<file path="config.mk">
export PLATFORM = sky130hd
export DESIGN_NAME = mac_accumulator
export DESIGN_NICKNAME = d
export VERILOG_FILES = /design/src/rtl/mac_accumulator.sv
export SDC_FILE = /design/constraint.sdc
export NUM_CORES = 1
export LEC_CHECK = 0
export CAP_MARGIN = 20
export CORE_ASPECT_RATIO = 1.4
export CORE_MARGIN = 3
export CORE_UTILIZATION = 57
export CTS_BUF_LIST = sky130_fd_sc_hd__clkbuf_8
export DETAILED_ROUTE_END_ITERATION = 10
export PLACE_DENSITY = 0.91
export SLEW_MARGIN = 20
export SYNTH_ARGS = -nofsm -noshare
export SYNTH_HDL_FRONTEND = slang
export SYNTH_SLANG_ARGS = --single-unit
</file>
<file path="constraint.sdc">
create_clock -name clk -period 4.95 [get_ports clk]
set_input_delay 0.99 -clock clk [delete_from_list [all_inputs] [get_ports clk]]
set_output_delay 0.99 -clock clk [all_outputs]
set_load 0.01 [all_outputs]
</file>
<file path="src/rtl/mac_accumulator.sv">
// mac_accumulator: multiply-accumulate stage for unsigned 8x8 operand pairs.
//   S1 registers the accepted pair, S2 registers the 16-bit product and S3 adds
//   it into an ACC_W-bit accumulator. A pair flagged last closes the block. The
//   sum, the pair count and the overflow flag are then held until the consumer
//   takes them with out_valid/out_ready.
// Ports:
//   clk, rst              clock, synchronous active-high reset
//   in_valid/in_ready     operand-pair handshake; in_ready comes from the state only
//   in_a, in_b, in_last   unsigned operands and end-of-block marker
//   out_valid/out_ready   result handshake
//   out_acc               sum of products modulo 2^ACC_W
//   out_count             number of pairs in the block, saturating at 2^CNT_W-1
//   out_ovf               set if the accumulator carried out during the block
//
// state | meaning
// ACCUM | accepting pairs, summing products as they leave S2
// DRAIN | last pair taken; waiting for it to reach the accumulator
// HOLD  | result presented on out_*, waiting for out_ready

module mac_accumulator #(
  parameter int ACC_W = 24,
  parameter int CNT_W = 9
) (
  input  logic             clk,
  input  logic             rst,
  input  logic             in_valid,
  output logic             in_ready,
  input  logic [7:0]       in_a,
  input  logic [7:0]       in_b,
  input  logic             in_last,
  output logic             out_valid,
  input  logic             out_ready,
  output logic [ACC_W-1:0] out_acc,
  output logic [CNT_W-1:0] out_count,
  output logic             out_ovf
);

  typedef enum logic [1:0] {ACCUM, DRAIN, HOLD} state_e;

  state_e             state_q, state_d;
  logic               s1_valid_q, s1_valid_d;
  logic [7:0]         s1_a_q, s1_a_d;
  logic [7:0]         s1_b_q, s1_b_d;
  logic               s1_last_q, s1_last_d;
  logic               s2_valid_q, s2_valid_d;
  logic [15:0]        s2_prod_q, s2_prod_d;
  logic               s2_last_q, s2_last_d;
  logic [ACC_W-1:0]   acc_q, acc_d;
  logic [CNT_W-1:0]   cnt_q, cnt_d;
  logic               ovf_q, ovf_d;
  logic               out_valid_q, out_valid_d;

  logic               accept;
  logic [15:0]        mult_p;
  logic [ACC_W:0]     acc_sum;

  EightMultiplier u_mult (
    .a (s1_a_q),
    .b (s1_b_q),
    .p (mult_p)
  );

  assign in_ready  = (state_q == ACCUM);
  assign accept    = in_valid & in_ready;
  assign out_valid = out_valid_q;
  assign out_acc   = acc_q;
  assign out_count = cnt_q;
  assign out_ovf   = ovf_q;

  // Extra top bit captures the carry out of the ACC_W-bit add.
  assign acc_sum = {1'b0, acc_q} + (ACC_W+1)'(s2_prod_q);

  always_comb begin
    state_d     = state_q;
    out_valid_d = out_valid_q;
    acc_d       = acc_q;
    cnt_d       = cnt_q;
    ovf_d       = ovf_q;

    s1_valid_d = accept;
    s1_a_d     = accept ? in_a : s1_a_q;
    s1_b_d     = accept ? in_b : s1_b_q;
    s1_last_d  = accept & in_last;

    s2_valid_d = s1_valid_q;
    s2_prod_d  = s1_valid_q ? mult_p : s2_prod_q;
    s2_last_d  = s1_valid_q & s1_last_q;

    // S2 can only hold a valid entry in ACCUM or DRAIN, never in HOLD.
    if (s2_valid_q) begin
      acc_d = acc_sum[ACC_W-1:0];
      ovf_d = ovf_q | acc_sum[ACC_W];
      cnt_d = (&cnt_q) ? cnt_q : cnt_q + CNT_W'(1);
    end

    case (state_q)
      ACCUM: begin
        if (accept && in_last) state_d = DRAIN;
      end
      DRAIN: begin
        if (s2_valid_q && s2_last_q) begin
          state_d     = HOLD;
          out_valid_d = 1'b1;
        end
      end
      HOLD: begin
        if (out_ready) begin
          state_d     = ACCUM;
          out_valid_d = 1'b0;
          acc_d       = '0;
          cnt_d       = '0;
          ovf_d       = 1'b0;
        end
      end
      default: begin
        state_d     = ACCUM;
        out_valid_d = 1'b0;
      end
    endcase
  end

  always_ff @(posedge clk) begin
    if (rst) begin
      state_q     <= ACCUM;
      out_valid_q <= 1'b0;
      acc_q       <= '0;
      cnt_q       <= '0;
      ovf_q       <= 1'b0;
      s1_valid_q  <= 1'b0;
      s1_a_q      <= '0;
      s1_b_q      <= '0;
      s1_last_q   <= 1'b0;
      s2_valid_q  <= 1'b0;
      s2_prod_q   <= '0;
      s2_last_q   <= 1'b0;
    end else begin
      state_q     <= state_d;
      out_valid_q <= out_valid_d;
      acc_q       <= acc_d;
      cnt_q       <= cnt_d;
      ovf_q       <= ovf_d;
      s1_valid_q  <= s1_valid_d;
      s1_a_q      <= s1_a_d;
      s1_b_q      <= s1_b_d;
      s1_last_q   <= s1_last_d;
      s2_valid_q  <= s2_valid_d;
      s2_prod_q   <= s2_prod_d;
      s2_last_q   <= s2_last_d;
    end
  end

endmodule

// EightMultiplier: combinational 8x8 unsigned array multiplier.
//   a, b  unsigned operands
//   p     16-bit product
// Each row adds the multiplicand, gated by one multiplier bit and shifted
// into place, onto the running partial sum.
module EightMultiplier (
  input  logic [7:0]  a,
  input  logic [7:0]  b,
  output logic [15:0] p
);

  always_comb begin
    p = '0;
    for (int i = 0; i < 8; i++) begin
      p = p + (({8'h00, a} & {16{b[i]}}) << i);
    end
  end

endmodule

</file>
==> results.txt <==
The floorplan step defined a core boundary enclosing 9460 sq um. 0 antenna diodes ended up in the layout. The top-level I/O count is 57. The tightest min-delay check is of the reg -> reg type. The synthesized netlist devotes 14.2% of its cell area to compound gates. Summing the areas of all xor and xnor instances in the mapped netlist gives 3.94% of the synthesized area. The number of buffers added on ports is 56.

The detailed router finished its first iteration with 177 violations. The reported leakage power is 0.00286 uW. The most common cell in the netlist is nand2_1.

Clock-pin slew was measured on the worst setup and hold paths at 80 ps. The number of hold buffers added after cts is 0. The number of buffers added for setup after CTS is 0. Summing the sequential cell areas from Yosys gives 26.3% of the chip area. Across the VDD grid, the largest voltage drop is between 0.0001 and 0.00015 V. The portion of the clock cycle consumed by the worst path in the final layout came out at 91.9%. The biggest fanout along the worst timing path is 9. The post-detailed-route count of antenna-violating nets is 0. The cell sitting at the root of the clock tree is a clkbuf_8. The mapped netlist covers 5550 sq um. The distinct cell type count after synthesis is 56. The worst setup path is captured at a register. The die covers 11,000 sq um. The congestion estimate from routability-driven global placement came to 0.944. The mean instance size in the synthesized netlist is 8.72 sq um.

The average wire per cell in the routed design is 15.5 um. The cell depth of the worst hold path is 1. The worst slew margin relative to its limit is 33.0%. The area share of the largest cell type after synthesis came out at between 20% and 30%. The minimum clock period after layout is 4550 ps. The CTS sink count came out at between 70 and 80. The clock buffer count from CTS came out at 9.

The most frequently used flop master after synthesis is dfxtp_1. In this run the critical register-to-register path is launched from s1_a_q[3]. The worst-case reg-to-reg path depth is 15. The first-pass iteration count of the detailed router is 4. The setup slack on the worst flop-to-flop path is 400 ps. The final non-filler cell area is about 6400 sq um.

The final core utilization is between 60% and 70%. The net count of the finished layout came out at 792. The global-route wire length before repair came out at 21,200 um. The post-synthesis to final-layout area growth is 15.8%. The initial utilization of the core area, before any placement, comes to a little under 60%.

Row generation in the floorplan step produced 42 rows. The critical path is of the reg -> reg type. The die outline height is 123 um. After detailed routing, the number of vias per cell comes to 5.82. The detailed router placed 4,651 vias in this run. In this run the cell area measured after placement is 6180 sq um.

The flow ran to the end, and the final reports show no timing, DRC or antenna violations. The insertion delay to the later sink of the worst-skew pair is approximately 350 ps. The number of setup violations in the final report came out at 0. The total wire length came out at 12,400 um. In this run the most critical hold path is launched from s1_last_q. The maximum number of pins on one net before global-route repair is 42.

The path with the worst hold slack has its endpoint at s2_last_q. Derived from the worst setup path, the maximum achievable clock frequency is roughly 0.22 GHz. At the pin with the least slew margin, the transition time is 1000 ps.

The number of antenna violations at the first check in global routing was 0. Global routing used 24.3% of the available tracks across all layers. The share of cell area taken by muxes after synthesis is 4.33%.

The die outline width came out at 89.4 um. The number of hold violations in the final report is 0. The number of levels the H-tree was split into came out at 3. In this run, synthesis inferred 0 flip-flops with an integrated enable. The total power divided by cell area came out at 209 nW/um^2. The total power came out at about 1300 uW. For the worst setup path, the data required time is 5170 ps.

The worst-case hold slack is 440 ps. The longest clock path from root to sink contains 2 buffers. Setup total negative slack on the finished layout was measured at 0 ps. In the post-synthesis netlist, the biggest area contributors are dfxtp_1 26%, fa_1 14%, ha_1 11%, and2_1 5.9%, nand2_1 5.7%.

The clock tree skew after final layout is slightly above 7 ps. The cell taking the most area after synthesis is dfxtp_1. The post-synthesis share of cell area spent on full adders, half adders and majority gates came out at 24.9%. Setup repair after global routing left no endpoint under its margin. The synthesized flop and latch total is 73. The worst setup path is launched from a register. Ranked by instance count, the synthesized netlist is headed by 85 x nand2_1, 73 x dfxtp_1, 52 x and2_1. The overall overflow remaining after global route came out at 0. The cell count after synthesis came out at 637. The clock tree from TritonCTS is yes. The max-cap violation count is 0. The count of unresolved DRC violations after routing is 0. The number of max-slew violations in the final report came out at 0.

By area, the combinational part of the netlist is dominated by adder cells. Gates resized during post-CTS repair numbered 0. The half-perimeter wire length of the detailed placement result is 9620 um.

The via count of the first global-routing pass is 4,778. The simple-gate share of the synthesized area is 22.0%. The share of flip-flops with an asynchronous set or reset after synthesis came out at 0%. The worst register-to-register path ends at s2_prod_q[15]. Synthesis produced a netlist with a net count of 745. The number of warnings printed during yosys synthesis is 0. The fraction of final layout cells with drive strength greater than 1 came out at 4.50%. The critical path arrival came out at around 4800 ps.
final cells by class:
cell class | count | area (sq um)
multi-input combinational | 501 | 3850
fill | 743 | 3030
sequential | 73 | 1460
timing repair buffer | 60 | 591
inverter | 39 | 146
clock buffer | 10 | 138
tap | 110 | 138
clock inverter | 6 | 106
layout by cell type, fill, tap and decap left out, types with 5 or more instances in the layout:
| cell | count |
|---|---|
| nand2b_1 | 6 |
| nand4_1 | 7 |
| mux2i_1 | 24 |
| inv_1 | 40 |
| xnor2_1 | 10 |
| xor2_1 | 15 |
| nand3_1 | 14 |
| fa_1 | 39 |
| a211oi_1 | 5 |
| clkbuf_8 | 10 |
| clkdlybuf4s50_1 | 56 |
| nand2_1 | 85 |
| o21a_1 | 5 |
| and3_1 | 7 |
| a21o_1 | 10 |
| and2_1 | 52 |
| ha_1 | 48 |
| dfxtp_1 | 73 |
| a21oi_1 | 47 |
| nor2_1 | 48 |
| nor3_1 | 9 |
| o21ai_0 | 16 |
worst max-delay path: stages, from the launching register on:
cell and delay [ps]:
dfxtp_1 380, and2_1 200, fa_1 530, inv_1 50
fa_1 530, inv_1 50, fa_1 520, inv_1 50
fa_1 540, inv_1 50, ha_1 360, o21a_1 210
a21oi_1 220, o21ai_0 200, a2111oi_0 410, a2111oi_0 110
cells by family after synthesis:
| family | after synthesis |
|---|---|
| multiplexers | 24 |
| adder cells (fa/ha/maj) | 87 |
| XOR/XNOR | 25 |
| flip-flops | 73 |
| AO/OA/AOI/OAI | 118 |
| buffers and inverters | 63 |
| AND/OR/NAND/NOR | 247 |
registers in the layout, indices dropped and copies added (netlist names):
| register | cells |
|---|---|
| out_acc | 24 |
| out_count | 9 |
| out_ovf | 1 |
| out_valid | 1 |
| s1_a_q | 8 |
| s1_b_q | 8 |
| s1_last_q | 1 |
| s1_valid_q | 1 |
| s2_last_q | 1 |
| s2_prod_q | 16 |
| s2_valid_q | 1 |
| state_q | 2 |
power breakdown:
part | total, uW | leakage [uW] | internal, uW | switching, uW
clock network | 571 | 0.000124 | 346 | 225
registers | 627 | 0.000592 | 601 | 25.8
logic | 144 | 0.00215 | 65.3 | 78.8
total | 1340 | 0.00286 | 1010 | 330
layer usage:
| layer | vias up | wire, um | global-route usage, % |
|---|---|---|---|
| met2 | 114 | 6720 | 45.7 |
| met3 | 32 | 419 | 3.96 |
| li1 | 2281 | - | - |
| met1 | 2224 | 4890 | 26.5 |
| met5 | - | 0 | 0 |
| met4 | 0 | 330 | 8.66 |
metrics by stage:
step,instances,setup WS [ps]
finish,799,401
global route,799,93.2
CTS,799,398
detailed placement,783,352
global placement,783,513
floorplan,637,689
worst max path at each step:
stage	from	to
6_report	s1_a_q[3]	s2_prod_q[15]
5_1_grt	s1_a_q[3]	s2_prod_q[15]
4_1_cts	s1_a_q[3]	s2_prod_q[15]
3_5_place_dp	s1_a_q[3]	s2_prod_q[15]
3_3_place_gp	s1_a_q[3]	s2_prod_q[15]
2_1_floorplan	s1_a_q[3]	s2_prod_q[15]
Note: power is estimated with default switching activity, not from simulation.
